`src/rtl/filter_capture.sv`:
```
// -----------------------------------------------------------------------------
// filter_capture
//   Capture and readback buffer placed after the moving-average filter.
//   A start pulse arms a run that records a programmed number of consecutive
//   valid filter samples; afterwards a host drains them one per request.
//
// Parameters
//   DATA_W : width of each captured sample
//   DEPTH  : buffer entries, power of two in 2..128
//
// Ports
//   clk      : rising-edge clock
//   rst      : asynchronous, active-low reset
//   start    : one-cycle pulse, begins a capture run (ignored while capturing)
//   num      : samples to capture, latched on start (0 or >DEPTH -> DEPTH)
//   in_data  : filter output sample
//   in_valid : in_data valid this cycle
//   rd_req   : host requests the next captured sample
//   rd_data  : sample returned for a read (held until next read/start/reset)
//   rd_valid : one-cycle pulse, rd_data valid
//   busy     : capture in progress
//   done     : capture complete, buffer readable
//   empty    : done and every captured sample has been read
//   overrun  : sticky, a sample arrived while holding a completed capture
//   level    : captured-but-unread sample count
// -----------------------------------------------------------------------------
module filter_capture #(
    parameter int DATA_W = 8,
    parameter int DEPTH  = 16
) (
    input  logic              clk,
    input  logic              rst,
    input  logic              start,
    input  logic [7:0]        num,
    input  logic [DATA_W-1:0] in_data,
    input  logic              in_valid,
    input  logic              rd_req,
    output logic [DATA_W-1:0] rd_data,
    output logic              rd_valid,
    output logic              busy,
    output logic              done,
    output logic              empty,
    output logic              overrun,
    output logic [7:0]        level
);

    localparam int AW = (DEPTH > 1) ? $clog2(DEPTH) : 1;
    // DEPTH is at most 128, so it always fits the 8-bit count domain.
    localparam logic [7:0] DEPTH_C = 8'(DEPTH);

    typedef enum logic [1:0] {
        IDLE,
        CAPTURE,
        DONE
    } state_t;

    state_t            state;
    state_t            state_nxt;
    logic [7:0]        wr_ptr;
    logic [7:0]        rd_ptr;
    logic [7:0]        target;
    logic [7:0]        wr_ptr_inc;
    logic              arm;
    logic              wr_en;
    logic              rd_en;
    logic [DATA_W-1:0] mem [DEPTH];

    // Out-of-range requests (including 0) mean "fill the whole buffer".
    function automatic logic [7:0] clamp_num(input logic [7:0] n);
        if (n == 8'd0 || n > DEPTH_C) begin
            return DEPTH_C;
        end
        return n;
    endfunction

    assign wr_ptr_inc = wr_ptr + 8'd1;

    // While capturing, nothing has been read yet, so the write count is the level.
    assign level   = (state == CAPTURE) ? wr_ptr : (wr_ptr - rd_ptr);
    assign busy    = (state == CAPTURE);
    assign done    = (state == DONE);
    assign empty   = done && (level == 8'd0);

    always_comb begin
        state_nxt = state;
        arm       = 1'b0;
        wr_en     = 1'b0;
        rd_en     = 1'b0;
        case (state)
            IDLE: begin
                if (start) begin
                    arm       = 1'b1;
                    state_nxt = CAPTURE;
                end
            end
            CAPTURE: begin
                if (in_valid) begin
                    wr_en = 1'b1;
                    if (wr_ptr_inc == target) begin
                        state_nxt = DONE;
                    end
                end
            end
            DONE: begin
                // A re-arm takes priority over a coincident read request.
                if (start) begin
                    arm       = 1'b1;
                    state_nxt = CAPTURE;
                end else if (rd_req && level != 8'd0) begin
                    rd_en = 1'b1;
                end
            end
            default: state_nxt = IDLE;
        endcase
    end

    always_ff @(posedge clk or negedge rst) begin
        if (!rst) begin
            state    <= IDLE;
            wr_ptr   <= 8'd0;
            rd_ptr   <= 8'd0;
            target   <= 8'd0;
            overrun  <= 1'b0;
            rd_valid <= 1'b0;
            rd_data  <= '0;
        end else begin
            state    <= state_nxt;
            rd_valid <= rd_en;
            if (arm) begin
                target  <= clamp_num(num);
                wr_ptr  <= 8'd0;
                rd_ptr  <= 8'd0;
                overrun <= 1'b0;
                rd_data <= '0;
            end else begin
                if (wr_en) begin
                    wr_ptr <= wr_ptr_inc;
                end
                if (rd_en) begin
                    rd_ptr  <= rd_ptr + 8'd1;
                    rd_data <= mem[rd_ptr[AW-1:0]];
                end
                if (state == DONE && in_valid) begin
                    overrun <= 1'b1;
                end
            end
        end
    end

    // Buffer storage carries no reset; contents are only meaningful below wr_ptr.
    always_ff @(posedge clk) begin
        if (wr_en) begin
            mem[wr_ptr[AW-1:0]] <= in_data;
        end
    end

endmodule

```
`config.mk`:
```
export PLATFORM = sky130hd
export DESIGN_NAME = filter_capture
export DESIGN_NICKNAME = d
export VERILOG_FILES = /design/src/rtl/filter_capture.sv
export SDC_FILE = /design/constraint.sdc
export NUM_CORES = 1
export LEC_CHECK = 0
export CAP_MARGIN = 20
export CORE_MARGIN = 8
export CORE_UTILIZATION = 55
export CTS_CLUSTER_SIZE = 30
export DETAILED_ROUTE_END_ITERATION = 12
export HOLD_SLACK_MARGIN = 0.05
export PLACE_DENSITY = 0.8
export SYNTH_ARGS = -nofsm -noshare
export SYNTH_HDL_FRONTEND = slang
export SYNTH_SLANG_ARGS = --single-unit
```
`constraint.sdc`:
```
create_clock -name clk -period 4.5 [get_ports clk]
set_clock_uncertainty 0.2 [all_clocks]
set_input_delay 0.45 -clock clk [delete_from_list [all_inputs] [get_ports clk]]
set_output_delay 0.45 -clock clk [all_outputs]
set_load 0.02 [all_outputs]
```
==> results of run 1 <==
==> repair_timing <==
action / 4_1_cts / 5_1_grt
endpoints found under the setup margin: 0 / 1
endpoints found under the hold margin: 36 / 0
resized for setup: 0 / 5
hold buffers: 1 / 0
==> per-stage QoR <==
step           cells  hold slack [ps]  utilization [%]
2_1_floorplan    484           -45.59                -
3_3_place_gp     682            277.4            61.30
3_5_place_dp     682            289.5            61.30
4_1_cts          714            303.3            65.75
5_1_grt          714            323.5            65.85
6_report         714            300.1            65.85
==> final timing paths <==
check / slack (ps) / depth (start not counted) / endpoint / start
worst max-delay path: 530 / 10 / level[6] / wr_ptr[0]$_DFFE_PN0P_
worst min-delay path: 300 / 2 / overrun$_DFFE_PN0P_ / overrun$_DFFE_PN0P_
worst max register to register: 960 / 13 / rd_data[5]$_DFFE_PN0P_ / wr_ptr[0]$_DFFE_PN0P_
worst min register to register: 300 / 2 / overrun$_DFFE_PN0P_ / overrun$_DFFE_PN0P_
max in group asynchronous: 3070 / 2 / rd_ptr[0]$_DFFE_PN0P_ / rst
min in group asynchronous: 460 / 2 / target[7]$_DFFE_PN0P_ / rst
==> routing by layer <==
metal | share of wire, % | vias to the layer above
li1 | - | 1953
met1 | 41 | 2168
met2 | 49 | 189
met3 | 7.1 | 39
met4 | 2.8 | 0
met5 | 0 | -
==> cells in the mapped netlist, types with 10 or more instances <==
cell type | number | area share (%)
nand2_1 | 52 | 2.7
o21ai_0 | 22 | 1.5
clkbuf_1 | 15 | 0.78
inv_1 | 14 | 0.73
mux4_2 | 32 | 10
nor2_1 | 25 | 1.3
ha_1 | 12 | 2.1
edfxtp_1 | 128 | 54
mux2i_1 | 10 | 1.4
a211oi_1 | 10 | 1.0
nor3_1 | 10 | 0.70
nand3_1 | 10 | 0.70
xnor2_1 | 12 | 1.5
dfrtp_1 | 36 | 13
==> power by group through the flow <==
stage / registers, W / logic [W] / clock network, W
finish: 0.00182 / 0.000949 / 0.00136
global route: 0.00184 / 0.00104 / 0.00144
CTS: 0.00182 / 0.000942 / 0.00137
detailed placement: 0.00185 / 0.000935 / 0
global placement: 0.00184 / 0.000918 / 0
floorplan: 0.00182 / 0.000656 / 0
==> worst max-delay path, stage by stage (launching register included) <==
cell,delay (ps)
dfrtp_1,490
inv_1,160
ha_1,180
inv_1,60
fa_1,420
a211oi_1,310
o21bai_1,120
a21oi_1,180
xor2_1,90
o21ai_0,220
clkdlybuf4s50_1,660
==> cell families (layout without fill, tap and decap cells) <==
family,count (synthesis),in the layout
muxes,42,42
xor gates and xnor gates,18,18
DFF,164,164
and+or+nand+nor,133,133
adders and majority gates,13,13
buffers and inverters,40,98
AOI/OAI and AO/OA,74,74
==> cell type report <==
cell class,instances,area share [%]
Clock buffer,17,5.098
Clock inverter,14,1.544
Inverter,16,0.7647
Multi-Input combinational cell,280,27.29
Sequential cell,164,56.91
Tap cell,172,2.579
Timing Repair Buffer,51,5.818
==> state kept, by name, indices dropped and copies added, names as in the netlist <==
name and cells:
mem 128, rd_data 8, rd_ptr 8, target 8
wr_ptr 8, state 2, overrun 1, rd_valid 1
==> results.json, run 1 <==
{
  "rsz0062_at_grt": "no",
  "path_clk_slew_ps": 60,
  "worstSetupEndpointType": "output port",
  "antenna_found_initial": 0,
  "final_common_cell": "edfxtp_1",
  "min_period_over_period_pct": 88.11,
  "wirelength_mm": 15.21,
  "p_clk_share_pct": 32.9,
  "die_x_um": 130.3,
  "fin_setup_tns_ps": 0,
  "drt-vias-per-instance": 6.091,
  "seq_area_mm2": 0.004748,
  "p_comb_share_pct": 23.0,
  "synthAdderAreaFrac_pct": 2.370,
  "wl_per_cell_um": 21.31,
  "grt_start_max_net_pins": 39,
  "port_buffers": 41,
  "synthSimpleGateAreaFrac_pct": 8.660,
  "cts_inserted_buffers": 17,
  "synth_cell_type_count": 47,
  "power_w": 0.004132,
  "ys_ff_latch": 164,
  "async_flop_share_pct": 21.95,
  "nets": 564,
  "globalRouteMet1Util_pct": 24.60,
  "gr-total-overflow": 0,
  "worst_slew_pin_slew_ps": 1035,
  "power_density_mw_per_mm2": 495.2,
  "fp-row-count": 41,
  "crit_required_ps": 3850,
  "syn-num-nets": 518,
  "grt_pass1_wl_mm": 24.21,
  "nFillCells": 886,
  "switching_share_pct": 29.73,
  "relSlewSlack_pct": 30.76,
  "cts_tree": "done",
  "cts_sinks": 164,
  "cts-root-buf": "clkbuf_16",
  "top_usage_layer": "met2",
  "initial_utilization_pct": 56.67,
  "area_delta_synth_final_pct": 16.20,
  "switchingPower_w": 0.001229,
  "clkLatencyLatePin_ps": 430,
  "dp_hpwl_mm": 10.15,
  "yosysWarnings": 0,
  "dieArea_mm2": 0.01697,
  "maxSlewViolCount": 0,
  "num_vias": 4349,
  "seqPwrFrac_pct": 44.1,
  "synth_enable_flop_cells": 128,
  "startpoint_type": "register",
  "clock_path_buffers": 2,
  "vdd_drop_max_mv": 0.3671,
  "htree_levels": 4,
  "io_pins": 42,
  "setup_viol": 0,
  "layout_common_cells": "edfxtp_1, nand2_1, clkdlybuf4s50_1",
  "hold_viol_final": 0,
  "antenna_cells": 0,
  "gp_routability_congestion": 0.8580,
  "syn-cell-area_mm2": 0.007181,
  "hp-class": "register to register",
  "avgSynthCellArea_um2": 14.84,
  "die_y_um": 130.3,
  "ys_seq_area_share_pct": 66.07,
  "multi_input_area_mm2": 0.002277,
  "layout-drive-gt1-share_pct": 16.24,
  "leakagePower_nw": 2.972,
  "worst_slack_ps": 534.9,
  "dr.pass1.iters": 5,
  "ant_nets": 0,
  "arrival_ps": 3320,
  "postCtsSetupBuffers": 0,
  "cap_viol_max_count": 0,
  "final_area_mm2": 0.008344,
  "grt_usage_pct": 19.42,
  "worstSetupPathType": "register to output port",
  "placed_cell_area_mm2": 0.007767,
  "grt.met3_usage_pct": 5.141,
  "outcome": "finished clean",
  "use_met2_pct": 30.96,
  "syn_inst": 484,
  "synth_xor_area_share_pct": 2.196,
  "critPathMaxFanout": 9,
  "ys.flop_type": "edfxtp_1",
  "max_freq_mhz": 252.2,
  "drt_iter0_markers": 465,
  "post-place-ws_ps": 466.1,
  "synth-compound-area-share_pct": 7.005,
  "post-route-drc-count": 0,
  "internal_power_w": 0.002903,
  "synth_top_family_by_area": "multiplexers",
  "synth_mux_area_share_pct": 11.43,
  "coreArea_mm2": 0.01267,
  "min_period_ps": 3965,
  "grt_pass1_vias": 4377
}
Note: power is estimated with default switching activity, not from simulation.
==> run 2, diff against run 1 <==
- CORE_ASPECT_RATIO: default -> 1.75
==> run 2 against run 1 <==
Compared with the run above: non-clock buffer count grew 2; core utilization down 1.2 points; fmax decreased by 7.5%; via count grew 1.1%; clock power shrank 5%; largest power group unchanged.
==> results.json, run 2 (synthesized netlist as in run 1, its figures left out) <==
{
  "p_clk_share_pct": 31.5,
  "antenna_found_initial": 0,
  "crit_required_ps": 3850,
  "final_util_pct": 64.68,
  "dieArea_mm2": 0.01711,
  "rsz0062_at_grt": "no",
  "wl_per_cell_um": 23.12,
  "setup_viol": 0,
  "io_pins": 42,
  "path_clk_slew_ps": 60,
  "arrival_ps": 3640,
  "final_common_cell": "edfxtp_1",
  "clkLatencyLatePin_ps": 420,
  "gr-total-overflow": 0,
  "max_freq_mhz": 233.2,
  "die_x_um": 102.4,
  "port_buffers": 41,
  "startpoint_type": "register",
  "outcome": "finished clean",
  "dp_hpwl_mm": 11.17,
  "internal_power_w": 0.002893,
  "post-place-ws_ps": 546.2,
  "min_period_over_period_pct": 95.30,
  "post-route-drc-count": 0,
  "critPathMaxStageDelay_ps": 650,
  "leakagePower_nw": 2.940,
  "vdd_drop_max_mv": 0.2932,
  "postCtsSetupBuffers": 0,
  "grt_pass1_wl_mm": 25.23,
  "wirelength_mm": 16.51,
  "fp-row-count": 55,
  "grt_usage_pct": 20.34,
  "gp_routability_congestion": 0.8668,
  "drt-vias-per-instance": 6.158,
  "crit_chain": "inv_1 > ha_1 > inv_1 > fa_1 > a21o_1 > a211oi_1 > o31ai_1 > or4_1 > nor4_1 > clkdlybuf4s50_1",
  "ant_nets": 0,
  "cap_viol_max_count": 0,
  "grt_start_max_net_pins": 39,
  "cp_slowest_cell": "clkdlybuf4s50_1",
  "maxSlewViolCount": 0,
  "largest_reg_flops": 128,
  "area_delta_synth_final_pct": 15.91,
  "cts-root-buf": "clkbuf_16",
  "switching_share_pct": 29.33,
  "dr.pass1.iters": 4,
  "cts_sinks": 164,
  "relSlewSlack_pct": 31.15,
  "switchingPower_w": 0.001201,
  "htree_levels": 4,
  "nets": 566,
  "cts_inserted_buffers": 17,
  "die_y_um": 167.2,
  "min_period_ps": 4289,
  "critPathMaxFanout": 9,
  "grt_pass1_vias": 4564,
  "cp_common_cell": "inv_1",
  "hp-class": "register to register",
  "antenna_cells": 0,
  "hold_viol_final": 0,
  "rrSetupSlack_ps": 780,
  "clock_path_buffers": 2,
  "seqPwrFrac_pct": 44.7,
  "worst_slack_ps": 211.4,
  "initial_utilization_pct": 55.80,
  "layout-drive-gt1-share_pct": 15.84,
  "power_w": 0.004093,
  "worstSetupPathType": "register to output port",
  "fin_setup_tns_ps": 0,
  "worst_slew_pin_slew_ps": 1029,
  "drt_iter0_markers": 255,
  "cts_tree": "done",
  "p_comb_share_pct": 23.8,
  "power_density_mw_per_mm2": 491.8,
  "coreArea_mm2": 0.01287,
  "worstSetupEndpointType": "output port",
  "layout_common_cells": "edfxtp_1, nand2_1, clkdlybuf4s50_1",
  "num_vias": 4397
}
## run 2: cell count changes in the layout (fill, tap and decap cells not counted)
cell	delta
clkdlybuf4s50_1	+1
clkinv_1	+1
buf_4	+2
dlymetal6s2s_1	-1
clkinvlp_4	+1
clkbuf_1	+2
inv_8	-3
clkinv_4	-2
## run 2: repair_timing
| action | in CTS | in global routing |
|---|---|---|
| gates resized for setup | 0 | 4 |
| setup endpoints to repair | 0 | 1 |
| hold buffers | 1 | 0 |
| hold endpoints to repair | 36 | 0 |
## run 2: layout make-up
| type | instances | area [um^2] |
|---|---|---|
| Clock buffer | 19 | 432.9 |
| Clock inverter | 11 | 88.84 |
| Fill cell | 914 | 4546 |
| Inverter | 16 | 63.81 |
| Multi-Input combinational cell | 280 | 2277 |
| Sequential cell | 164 | 4748 |
| Tap cell | 171 | 214.0 |
| Timing Repair Buffer | 53 | 498.0 |
## run 2: power by group through the flow
stage | clock network (W) | logic, W | registers [W]
after global placement | 0 | 0.000935 | 0.00184
after floorplan | 0 | 0.000656 | 0.00182
after global routing | 0.00136 | 0.00105 | 0.00184
after CTS | 0.00130 | 0.000969 | 0.00182
final | 0.00129 | 0.000974 | 0.00183
after detailed placement | 0 | 0.000956 | 0.00185
## run 2: layer usage
| layer | GRT usage [%] | share of wire, % |
|---|---|---|
| met1 | 20.15 | 34 |
| met3 | 4.485 | 5.3 |
| met5 | 0 | 0 |
| met2 | 35.90 | 55 |
| met4 | 14.20 | 5.8 |
## run 2: path summary, 6_finish.rpt
check / startpoint / to / cells past startpoint
worst min register to register: overrun$_DFFE_PN0P_ / overrun$_DFFE_PN0P_ / 2
worst max-delay path: wr_ptr[0]$_DFFE_PN0P_ / empty / 10
worst min-delay path: overrun$_DFFE_PN0P_ / overrun$_DFFE_PN0P_ / 2
min in group asynchronous: rst / target[7]$_DFFE_PN0P_ / 2
worst max register to register: wr_ptr[0]$_DFFE_PN0P_ / rd_data[0]$_DFFE_PN0P_ / 13
max in group asynchronous: rst / rd_ptr[3]$_DFFE_PN0P_ / 2
## run 2: stage by stage
stage,hold WS (ps),instances,instance area [um^2]
after floorplan,-45.59,484,7181
after global placement,277.0,683,7781
after detailed placement,283.7,683,7781
after CTS,298.5,714,8313
after global routing,314.1,714,8323
final,299.8,714,8323
## run 2: worst max-delay path, delay by kind of cell, from the launching register on
kind                       cells  cell delay, ps
and+or+nand+nor                2             700
DFF                            1             490
adders and majority gates      2             600
buffers and inverters          3             860
AOI/OAI and AO/OA              3             590
==> RTL edit 1 (flow settings as in run 2) <==
Reset style: synchronous (`rst`), changed in one clocked block. Comments in the files are not updated.
--- a/src/rtl/filter_capture.sv
+++ b/src/rtl/filter_capture.sv
@@ -114,7 +114,7 @@
         endcase
     end
 
-    always_ff @(posedge clk or negedge rst) begin
+    always_ff @(posedge clk) begin
         if (!rst) begin
             state    <= IDLE;
             wr_ptr   <= 8'd0;
Formal check against the unedited RTL: differs if rst is asserted again (counterexample within 4 cycles, from zero or initial values and one cycle with rst low); with rst held inactive, the same outputs for 4 cycles.
==> RTL edit 1 against run 2 <==
Largest cell class unchanged; routed wire length decreased by 4.5%; synthesized area decreased by 1.4%; worst setup slack improved by 180 ps; highest routed layer unchanged; final cell count decreased by 4.2%; sequential cell count unchanged; register-to-register slack about the same; design area decreased by 1.0%.
Power is not compared: it rests on default switching activity, and its combinational part moved more than twofold at a synthesized area within 25%.
==> RTL edit 1: results (changes against run 2) <==
metric;value;unit;change
hold path endpoint;overrun$_SDFFE_PP0P_;;was overrun$_DFFE_PN0P_
fraction of registers with async set/reset;0;%;was 22.0%
Fillers;898;;was 914
synth top area cells;edfxtp_1 (54%), mux4_2 (13%), dfxtp_1 (10%);;was edfxtp_1 (54%), dfrtp_1 (13%), mux4_2 (10%)
Worst Path Arrival;3460;ps;was 3640 ps
Iter 0 DRT Violations;276;;was 255
vias in the first global route;4359;;was 4,564
drt wl/cell;23.0;µm;was 23.1 µm
Worst Tran Pin Value;1020;ps;was 1030 ps
GR Util met1;20.8;%;was 20.1%
HPWL after DPL;10.3;mm;was 11.2 mm
Metal-1 WL;5.36;mm;was 5.54 mm
nets;534;;was 566
All-Layer GR Usage;19.9;%;was 20.3%
crit-path max FO;8;;was 9
met3 Resource Use GR;4.91;%;was 4.49%
DR vias;4156;;was 4,397
Cells after DPL;652;;was 683
post-synthesis sequential area ratio;64.5;%;was 66.1%
DP Worst Slack;865;ps;was 546 ps
Hold Path Cell Cnt;2;;unchanged
Worst path top cell family by delay;buffers and inverters;;unchanged
worst r2r path cells;12;;was 13
WL final;15.8;mm;was 16.5 mm
global-route wire length before repair;24.4;mm;was 25.2 mm
worst flop-to-flop path endpoint;rd_data[4]$_SDFFE_PP0P_;;was rd_data[0]$_DFFE_PN0P_
fraction of layout cells with a size suffix above 1;16.6;%;was 15.8%
clock buffer depth;2;;unchanged
min-delay src;overrun$_SDFFE_PP0P_;;was overrun$_DFFE_PN0P_
final core utilization;64.7;%;about the same
Syn Nets;490;;was 518
Final Wtd Congestion;0.888;;was 0.867
CP max stage delay;630;ps;was 650 ps
Worst setup startpoint;wr_ptr[0]$_SDFFE_PP0P_;;was wr_ptr[0]$_DFFE_PN0P_
Mapped Avg Cell Area;15.5;µm²;was 14.8 µm²
met2 track demand over resource;35.2;%;was 35.9%
setup ws final;393;ps;was 211 ps
dpl cell area;0.00765;mm²;was 0.00778 mm²
largest net degree at the start of global routing;36;;was 39
post-synth cell types;52;;was 47
hold slack;271;ps;was 300 ps
drt pass-1 iters;5;;was 4
worst IR drop on VDD;0.395;mV;
Post-synth top cells;edfxtp_1 (128), mux4_2 (40), dfxtp_1 (36);;was edfxtp_1 (128), nand2_1 (52), dfrtp_1 (36)
met2 wire length;8.77;mm;was 9.13 mm
status;finished clean;;unchanged
-- RTL edit 1: cell types whose count changed in the layout (fill, tap and decap cells not counted), moves of 7 or more --
cell             run 2  this run
and3_1               9         1
mux4_2              32        40
o21ai_0             22         6
a31o_2               9         0
dfrtp_1             33         0
nand2_1             52        20
and2_1               4        19
a211oi_1            10         3
dfxtp_1              0        35
-- RTL edit 1: layout make-up --
cell class,count,share of cell area (%)
Sequential cell,164,55.4
Multi-Input combinational cell,257,28.8
Timing Repair Buffer,46,5.44
Clock buffer,17,5.16
Tap cell,171,2.60
Clock inverter,15,1.93
Inverter,14,0.638
-- RTL edit 1: kinds of logic after synthesis --
| kind of cell | after synthesis | share of synthesized area (%) |
|---|---|---|
| DFF | 164 | 64.5 |
| and+or+nand+nor | 123 | 9.47 |
| muxes | 51 | 14.3 |
| AOI/OAI and AO/OA | 48 | 4.61 |
| buffers and inverters | 35 | 2.03 |
| xor gates and xnor gates | 22 | 2.72 |
| adders and majority gates | 13 | 2.40 |
==> RTL edit 2 (config.mk and constraints of run 2) <==
Made on the original files. `DEPTH`: 16 -> 8.
--- a/src/rtl/filter_capture.sv
+++ b/src/rtl/filter_capture.sv
@@ -26,7 +26,7 @@
 // -----------------------------------------------------------------------------
 module filter_capture #(
     parameter int DATA_W = 8,
-    parameter int DEPTH  = 16
+    parameter int DEPTH  = 8
 ) (
     input  logic              clk,
     input  logic              rst,
Check against the original RTL: not equivalent (a bounded check fails within 10 cycles, from zero or initial values and one cycle with rst low).
==> RTL edit 2 against run 2 <==
Final cell count fell by 31%; combinational power fell by 16%; synthesized area fell by 35%; design area fell by 35%; hold slack got worse by 9.0 ps; sequential cell count fell by 64; first-iteration DRC count fell by 15%; maximum frequency rose by 3.8%; power fell by 35%; worst setup slack improved by 160 ps; routed wire length fell by 40%.
==> RTL edit 2: results (changes against run 2) <==
metric;value;unit;change
status;finished clean;;unchanged
number of synthesized flops with an enable pin;64;;was 128
min-delay src;target[1]$_DFFE_PN0P_;;was overrun$_DFFE_PN0P_
post-synthesis sequential area ratio;60.6;%;was 66.1%
clock buffer depth;2;;unchanged
drt wl/cell;19.9;µm;was 23.1 µm
worst flop-to-flop path endpoint;rd_ptr[7]$_DFFE_PN0P_;;was rd_data[0]$_DFFE_PN0P_
P_leak;2.04;nW;was 2.94 nW
crit-path max FO;10;;was 9
post-synth cell types;51;;was 47
met2 track demand over resource;31.7;%;was 35.9%
fraction of registers with async set/reset;36.0;%;was 22.0%
nets;428;;was 566
WL met3;404;µm;was 868 µm
vias in the first global route;3156;;was 4,564
synth top area cells;edfxtp_1 (41%), dfrtp_1 (19%), mux4_2 (7.7%);;was edfxtp_1 (54%), dfrtp_1 (13%), mux4_2 (10%)
Fillers;612;;was 914
latest clock arrival within the worst-skew pair;350;ps;was 420 ps
Iter 0 DRT Violations;217;;was 255
synthesized instance count;357;;was 484
HPWL after DPL;6.82;mm;was 11.2 mm
met3 Resource Use GR;4.72;%;was 4.49%
flip-flop count of the largest register after layout;64;;was 128
dpl cell area;0.00516;mm²;was 0.00778 mm²
Metal-1 WL;3.59;mm;was 5.54 mm
CTS Buf Count;9;;was 17
input/output buffers;41;;unchanged
GR Util met1;18.0;%;was 20.1%
All-Layer GR Usage;17.9;%;was 20.3%
fraction of layout cells with a size suffix above 1;12.4;%;was 15.8%
Rel. slew slack;31.8;%;was 31.1%
Worst Path Arrival;3480;ps;was 3640 ps
Cells after DPL;477;;was 683
CTS HTree Levels;3;;was 4
drt pass-1 iters;4;;unchanged
largest net degree at the start of global routing;37;;was 39
FF-to-FF setup slack;890;ps;was 780 ps
hold slack;291;ps;was 300 ps
Final Wtd Congestion;0.882;;was 0.867
met2 wire length;5.37;mm;was 9.13 mm
Post-synth top cells;edfxtp_1 (64), dfrtp_1 (36), nand3_1 (30);;was edfxtp_1 (128), nand2_1 (52), dfrtp_1 (36)
worst IR drop on VDD;0.389;mV;was 0.293 mV
-- RTL edit 2: cell types whose count changed after synthesis, moves of 3 or more --
| cell | delta |
|---|---|
| nor2_1 | -6 |
| edfxtp_1 | -64 |
| and3_1 | -8 |
| a31o_2 | -9 |
| ha_1 | -3 |
| buf_2 | -4 |
| mux4_2 | -16 |
| nand2_1 | -26 |
| or3_1 | +3 |
| a211oi_1 | -9 |
| nand3_1 | +20 |
| a22o_1 | -3 |
-- RTL edit 2: worst max-delay path: cells and delay by family, from the launching register on --
family,cells,cell delay [ps]
buffers and inverters,3,860
and+or+nand+nor,3,650
adders and majority gates,2,590
AOI/OAI and AO/OA,3,540
DFF,1,480
-- RTL edit 2: cell families after synthesis --
logic type               after synthesis  synth area share (%)
flip-flops                           100                  60.6
adder cells (fa/ha/maj)               10                  2.85
multiplexers                          26                  9.88
AO/OA/AOI/OAI                         58                  8.62
XOR/XNOR                              18                  3.38
buffers and inverters                 36                  3.22
AND/OR/NAND/NOR                      109                  11.4
-- RTL edit 2: layout make-up --
cell class / instances / area share [%]
flip-flops and latches: 100 / 51.9
multi-input cells: 221 / 31.3
repair buffers: 49 / 8.61
clock buffers: 11 / 4.28
well taps: 92 / 2.12
inverters: 16 / 1.10
clock inverters: 5 / 0.668
-- RTL edit 2: where the power goes --
group / internal, W / leakage, nW / switching, W / total, W
Clock: 0.000378 / 0.134 / 0.000319 / 0.000696
Combinational: 0.000322 / 0.837 / 0.000502 / 0.000823
Sequential: 0.00108 / 1.07 / 0.0000728 / 0.00115
-- RTL edit 2: metrics by stage --
stage                     util [%]  setup WS (ps)
after floorplan                  -            643
final                         65.8            367
after CTS                     65.8            367
after global placement        62.4            827
after global routing          65.8            220
after detailed placement      62.4            745
